==> src/rtl/morse_symbol_accumulator.sv <==
// Morse symbol accumulator: shifts dot/dash symbols of one letter into a
// WIDTH-bit register, counts them and hands finished letters to a one-entry
// holding stage drained through a valid/ready handshake.
module morse_symbol_accumulator #(
   parameter int WIDTH = 5,
   localparam int CNT_W = $clog2(WIDTH + 1)
) (
   input  logic             clk,
   input  logic             reset,
   input  logic             en,
   input  logic             SI,
   input  logic             commit,
   input  logic             clear,
   input  logic             out_ready,
   output logic [WIDTH-1:0] out,
   output logic [CNT_W-1:0] count,
   output logic [WIDTH-1:0] code,
   output logic [CNT_W-1:0] len,
   output logic             ovf,
   output logic             out_valid,
   output logic             commit_err
);

   localparam logic [CNT_W-1:0] FULL_CNT = CNT_W'(WIDTH);

   // live letter state
   logic [WIDTH-1:0] q_q, q_d;
   logic [CNT_W-1:0] count_q, count_d;
   logic             ovf_live_q, ovf_live_d;
   // holding stage
   logic [WIDTH-1:0] code_q, code_d;
   logic [CNT_W-1:0] len_q, len_d;
   logic             ovf_q, ovf_d;
   logic             out_valid_q, out_valid_d;
   logic             commit_err_q, commit_err_d;

   // live register after a same-cycle symbol has been applied
   logic             shift_ok;
   logic [WIDTH-1:0] q_eff;
   logic [CNT_W-1:0] count_eff;
   logic             ovf_live_eff;
   logic             slot_free;

   // Effective live values: a symbol arriving with commit belongs to that letter
   always_comb begin
      shift_ok     = en && (count_q != FULL_CNT);
      q_eff        = shift_ok ? {q_q[WIDTH-2:0], SI} : q_q;
      count_eff    = shift_ok ? count_q + CNT_W'(1) : count_q;
      ovf_live_eff = ovf_live_q | (en & ~shift_ok);
      slot_free    = ~out_valid_q | out_ready;
   end

   // Next-state selection with priority clear > commit > en
   always_comb begin
      q_d          = q_eff;
      count_d      = count_eff;
      ovf_live_d   = ovf_live_eff;
      code_d       = code_q;
      len_d        = len_q;
      ovf_d        = ovf_q;
      out_valid_d  = out_valid_q & ~out_ready;
      commit_err_d = 1'b0;
      if (clear) begin
         // clear only touches the live letter; the handshake carries on
         q_d        = '0;
         count_d    = '0;
         ovf_live_d = 1'b0;
      end else if (commit && (count_eff != '0)) begin
         if (slot_free) begin
            code_d      = q_eff;
            len_d       = count_eff;
            ovf_d       = ovf_live_eff;
            out_valid_d = 1'b1;
            q_d         = '0;
            count_d     = '0;
            ovf_live_d  = 1'b0;
         end else begin
            // refused: keep accumulating, flag the producer for one cycle
            commit_err_d = 1'b1;
         end
      end
   end

   // State registers with synchronous reset
   always_ff @(posedge clk) begin
      if (reset) begin
         q_q          <= '0;
         count_q      <= '0;
         ovf_live_q   <= 1'b0;
         code_q       <= '0;
         len_q        <= '0;
         ovf_q        <= 1'b0;
         out_valid_q  <= 1'b0;
         commit_err_q <= 1'b0;
      end else begin
         q_q          <= q_d;
         count_q      <= count_d;
         ovf_live_q   <= ovf_live_d;
         code_q       <= code_d;
         len_q        <= len_d;
         ovf_q        <= ovf_d;
         out_valid_q  <= out_valid_d;
         commit_err_q <= commit_err_d;
      end
   end

   assign out        = q_q;
   assign count      = count_q;
   assign code       = code_q;
   assign len        = len_q;
   assign ovf        = ovf_q;
   assign out_valid  = out_valid_q;
   assign commit_err = commit_err_q;

endmodule

==> config.mk <==
export PLATFORM = sky130hd
export DESIGN_NAME = morse_symbol_accumulator
export DESIGN_NICKNAME = d
export VERILOG_FILES = /design/src/rtl/morse_symbol_accumulator.sv
export SDC_FILE = /design/constraint.sdc
export NUM_CORES = 1
export LEC_CHECK = 0
export CAP_MARGIN = 5
export CORE_UTILIZATION = 45
export CTS_CLUSTER_SIZE = 16
export DETAILED_ROUTE_END_ITERATION = 8
export HOLD_SLACK_MARGIN = 0.12
export PLACE_DENSITY = 0.77
export SYNTH_ARGS = -nofsm -noshare
export SYNTH_HDL_FRONTEND = slang
export SYNTH_SLANG_ARGS = --single-unit
==> constraint.sdc <==
create_clock -name clk -period 4.3 [get_ports clk]
set_clock_uncertainty 0.05 [all_clocks]
set_input_delay 0.645 -clock clk [delete_from_list [all_inputs] [get_ports clk]]
set_output_delay 0.645 -clock clk [all_outputs]
set_load 0.01 [all_outputs]
==> flow_summary_export.csv, run 1 <==
group,metric,value,unit
yosys,synth_edf_count,0,
drt,drc_errors,0,
global_routing,grt_pass1_wl,2690,um
yosys,yosysWarnings,0,
sta,fin_setup_tns,0,ns
sta,worst_slew_pin_slew,0.590,ns
job,maxCapViolCount,0,
drt,vias,686,
yosys,ys_seq_area_share,47.3,%
yosys,mappedNetlistArea,846,um2
sta,relSlewSlack,60.4,%
drt,drt-pass1-iter-count,4,
min_path,hold_class,"reg -> reg",
worst_setup_path,end_kind,"flip-flop",
sta,setup_viol,0,
yosys,synth_cell_types,29,
floorplanning,io_pins,26,
clocking,cts_sinks,20,
worst_setup_path,crit_fanout,9,
sta,rsz0062_at_grt,"no",
floorplanning,die_h,45.4,um
yosys,synth-main-ff-cell,"dfxtp_1",
power_and_ir_drop,p_per_area,348,nW/um2
global_routing,grt_max_degree,15,
power_and_ir_drop,p_leak,0.414,nW
layout,n_antenna_cell,0,
layout,regArea,400,um2
clocking,cts_hold_buf,0,
place,portBuffers,25,
yosys,syn_inst,85,
clocking,clockBufferDepth,2,
sta,clock.fmax,401,MHz
drt,drt_iter0_drc,5,
global_routing,grt_pass1_vias,644,
worst_setup_path,arrival,2.68,ns
layout,drive_gt1_share,8.18,%
yosys,ys_ff_latch,20,
floorplanning,row_count,15,
place,pre_cts_ws,1.49,ns
sta,period_minus_slack,2.49,ns
clocking,cts.htree.levels,1,
layout,synthToLayoutAreaGrowth,36.1,%
drt,routed_wl,1620,um
power_and_ir_drop,irDropWorstVdd,227,uV
clocking,worstSkewPairLatency,0.29,ns
clocking,postCtsSetupBuffers,0,
clocking,cts-buffers-inserted,3,
worst_setup_path,crit_required,4.48,ns
global_routing,antenna_found_initial,0,
clocking,tritoncts,"yes",
clocking,post_cts_resize_count,0,
clocking,path_clk_slew,0.11,ns
floorplanning,die-area,2060,um2
yosys,syn_nets,94,
floorplanning,initial_core_util,48.5,%
worst_setup_path,cp-start-kind,"input pin",
global_routing,grt_usage,18.1,%
drt,viasPerCell,5.08,
floorplanning,die_width,45.4,um
worst_setup_path,path_class,"in -> reg",
clocking,root_buffer,"clkbuf_4",
sta,hold_viol_final,0,
layout,fillers,159,
layout,final_nets,120,
place,dp_hpwl,1290,um
layout,multi_input_comb_area,413,um2
yosys,avgSynthCellArea,9.95,um2
global_routing,overflow,0,
place,gp_congestion,0.740,
drt,wl_per_cell,12.0,um
status,status,"finished clean",
drt,ant_nets,0,
sta,report.final.slew_viol_count,0,
sta,fin_ws,1.81,ns
floorplanning,fp.coreArea,1750,um2
yosys,ys_async_sr_fraction,0,%
sta,period_share,58.0,%
final timing paths:
kind                            startpoint      to  slack [ns]  depth (start not counted)
worst max-delay path                    en  out[2]        1.81                          6
worst min-delay path                len[1]  len[1]        0.42                          2
worst max register to register    count[0]  out[2]        2.04                          6
worst min register to register      len[1]  len[1]        0.42                          2
critical path: stages:
cell             delay [ns]
clkdlybuf4s50_1        0.54
a21boi_2               0.53
xnor2_4                0.20
o21ai_2                0.15
a311o_1                0.47
nor2_1                 0.14
cell usage in the layout, fill, tap and decap left out, drive strengths merged:
cell           netlist  routed
nor3                 2       2
nand3b               1       1
or2b                 1       1
nor2                10      10
dfxtp               20      20
mux2i                6       6
inv                  1       1
a21oi                9       9
a31oi                1       1
a211oi               7       7
and2                 1       1
xnor2                1       1
or4                  2       2
a311o                1       1
o21ai                4       4
bufinv               0       1
nor2b                1       1
nand2b               3       3
clkdlybuf4s50        0      25
clkbuf               1       3
o21a                 1       1
ha                   2       2
or2                  1       1
a21boi               1       1
nand2                5       5
layout make-up:
type	count	area share, %
clock buffers	3	1.96
clock inverters	1	2.61
inverters	1	0.326
multi-input cells	60	35.9
flip-flops and latches	20	34.8
well taps	25	2.72
repair buffers	25	21.7
cells by family after synthesis:
group / count (synthesis) / share of synthesized area, %
compound gates: 24 / 19.4
flops: 20 / 47.3
fa+ha+maj: 2 / 2.96
xor+xnor: 1 / 3.25
buf+inv: 5 / 3.84
mux: 6 / 7.10
simple gates: 27 / 16.1
routing by layer:
layer	track usage [%]	routed length, um
met2	31.0	767
met4	7.27	8
met5	0	0
met3	2.80	81
met1	22.6	763
registers in the layout, summed over array words and instances, names as in the netlist:
name / count
out_valid: 1
ovf: 1
code: 5
count: 3
commit_err: 1
len: 3
out: 5
ovf_live_q: 1
cell usage after synthesis, drive strengths merged, types with 2 or more instances:
master	n	area (um2)
nor3	2	10.0
nand2b	3	18.8
a21oi	9	45.0
a211oi	7	52.6
nand2	5	18.8
buf	2	16.3
mux2i	6	60.1
or4	2	15.0
o21ai	4	23.8
dfxtp	20	400
nor2	10	40.0
ha	2	25.0
through the flow:
| step | total power [W] | utilization [%] | instance area [um2] | instances | hold slack [ns] |
|---|---|---|---|---|---|
| 2_1_floorplan | 0.000234 | - | 846 | 85 | 0.389 |
| 3_3_place_gp | 0.000255 | 62.9 | 1100 | 131 | 0.406 |
| 3_5_place_dp | 0.000256 | 62.9 | 1100 | 131 | 0.407 |
| 4_1_cts | 0.000405 | 65.9 | 1150 | 135 | 0.425 |
| 5_1_grt | 0.000419 | 65.9 | 1150 | 135 | 0.457 |
| 6_report | 0.000401 | 65.9 | 1150 | 135 | 0.421 |
power by group:
| group | total [W] | switching (W) | leakage [nW] | internal (W) |
|---|---|---|---|---|
| clock | 0.000149 | 0.0000550 | 0.0279 | 0.0000941 |
| sequential | 0.000196 | 0.00000450 | 0.162 | 0.000192 |
| combinational | 0.0000555 | 0.0000266 | 0.224 | 0.0000289 |
No activity file was read; power rests on OpenSTA's default activity.
==> run 2: changes to the inputs <==
--- a/config.mk
+++ b/config.mk
@@ -6,11 +6,11 @@
 export NUM_CORES = 1
 export LEC_CHECK = 0
 export CAP_MARGIN = 5
-export CORE_UTILIZATION = 45
+export CORE_UTILIZATION = 44
 export CTS_CLUSTER_SIZE = 16
 export DETAILED_ROUTE_END_ITERATION = 8
 export HOLD_SLACK_MARGIN = 0.12
-export PLACE_DENSITY = 0.77
+export PLACE_DENSITY = 0.76
 export SYNTH_ARGS = -nofsm -noshare
 export SYNTH_HDL_FRONTEND = slang
 export SYNTH_SLANG_ARGS = --single-unit
==> constraint.sdc (replaced) <==
create_clock -name clk -period 2.5 [get_ports clk]
set_clock_uncertainty 0.05 [all_clocks]
set_input_delay 0.375 -clock clk [delete_from_list [all_inputs] [get_ports clk]]
set_output_delay 0.375 -clock clk [all_outputs]
set_load 0.01 [all_outputs]
==> flow_summary_export.csv, run 2 (synthesis gave the netlist of run 1 again) <==
group,metric,value,unit
status,status,"finished clean",
drt,vias,705,
clocking,cts.htree.levels,1,
floorplanning,fp.coreArea,1760,um2
worst_setup_path,cp-start-kind,"flip-flop",
drt,drt_iter0_drc,15,
clocking,postCtsSetupBuffers,0,
layout,drive_gt1_share,8.18,%
sta,report.final.slew_viol_count,0,
job,maxCapViolCount,0,
sta,clock.fmax,488,MHz
floorplanning,die_width,45.8,um
min_path,min_from,"len[2]",
drt,drc_errors,0,
power_and_ir_drop,p_per_area,517,nW/um2
layout,layout_common_cells,"25 x clkdlybuf4s50_1, 20 x dfxtp_1, 9 x a21oi_1, 9 x nor2_1, 7 x a211oi_1",
layout,fillers,166,
global_routing,antenna_found_initial,0,
place,dp_hpwl,1290,um
worst_setup_path,crit_fanout,9,
clocking,path_clk_slew,0.10,ns
worst_setup_path,crit_required,2.63,ns
drt,routed_wl,1710,um
clocking,tritoncts,"yes",
place,portBuffers,25,
floorplanning,die-area,2100,um2
global_routing,grt_usage,18.8,%
sta,setup_viol,0,
drt,ant_nets,0,
clocking,cts_hold_buf,0,
place,pre_cts_ws,0.181,ns
sta,fin_ws,0.450,ns
clocking,cts_sinks,20,
sta,period_minus_slack,2.05,ns
power_and_ir_drop,irDropWorstVdd,358,uV
floorplanning,initial_core_util,47.9,%
worst_setup_path,path_class,"reg -> reg",
layout,fin_area,1130,um2
clocking,cts-buffers-inserted,3,
global_routing,grt_pass1_wl,2840,um
sta,period_share,82.0,%
global_routing,grt_pass1_vias,652,
global_routing,overflow,0,
sta,worst_slew_pin_slew,0.450,ns
power_and_ir_drop,p_leak,0.405,nW
layout,final_common_cell,"clkdlybuf4s50_1",
drt,viasPerCell,5.22,
clocking,worstSkewPairLatency,0.29,ns
layout,finalNonFillerCells,135,
layout,synthToLayoutAreaGrowth,33.4,%
clocking,clockBufferDepth,2,
clocking,post_cts_resize_count,0,
drt,wl_per_cell,12.7,um
place,dpl_cell_area,1110,um2
min_path,hold_class,"reg -> reg",
worst_setup_path,r2r-start,"count[0]",
floorplanning,die_h,45.8,um
worst_setup_path,end_kind,"flip-flop",
layout,n_antenna_cell,0,
drt,drt-pass1-iter-count,4,
worst_setup_path,cp-startpoint,"count[0]",
layout,post-route-util,64.0,%
place,place_inst,132,
sta,hold_viol_final,0,
floorplanning,row_count,15,
global_routing,grt_max_degree,15,
clocking,root_buffer,"clkbuf_4",
layout,final_nets,121,
sta,rsz0062_at_grt,"no",
worst_setup_path,arrival,2.18,ns
place,gp_congestion,0.763,
sta,fin_setup_tns,0,ns
sta,relSlewSlack,69.9,%
floorplanning,io_pins,26,
[run 2: changes by cell type in the layout (fill, tap and decap cells not counted)]
cell / previous run / this run
buf_4: 0 / 1
bufinv_16: 1 / 0
[run 2: per-layer routing]
layer | global-route usage, % | share of wire, % | wire length (um) | up-vias
li1 | - | - | - | 356
met1 | 23.5 | 46 | 781 | 316
met2 | 31.5 | 47 | 805 | 26
met3 | 3.97 | 5.1 | 87 | 7
met4 | 7.06 | 2.0 | 34 | 0
met5 | 0 | 0 | 0 | -
[run 2: final timing paths]
kind | end | slack [ns] | depth (start not counted)
min reg2reg | len[2] | 0.42 | 2
max | out[2] | 0.45 | 6
max reg2reg | out[2] | 0.45 | 6
min | len[2] | 0.42 | 2
[run 2: area by class of cell]
cell class	instances	area, um2	share of cell area [%]
multi-input combinational	60	413	36.6
sequential	20	400	35.5
timing repair buffer	26	258	22.8
tap	25	31.3	2.77
clock buffer	3	22.5	2.00
inverter	1	3.75	0.333
[run 2: power breakdown]
part            total, W  internal (W)  switching (W)
Combinational  0.0000978     0.0000506      0.0000473
Clock           0.000148     0.0000561      0.0000921
Sequential      0.000338      0.000330     0.00000795
Total           0.000584      0.000436       0.000147
[run 2: through the flow]
step           total power, W  hold slack (ns)
6_report             0.000584            0.419
5_1_grt              0.000608            0.456
4_1_cts              0.000587            0.424
3_5_place_dp         0.000443            0.407
3_3_place_gp         0.000441            0.404
2_1_floorplan        0.000402            0.389
[run 2: worst max-delay path, stage by stage, from the launching register on]
cell,delay (ns)
dfxtp_1,0.51
ha_1,0.28
nand3b_1,0.13
a21oi_1,0.11
o21ai_2,0.33
a311o_1,0.45
nor2_1,0.09
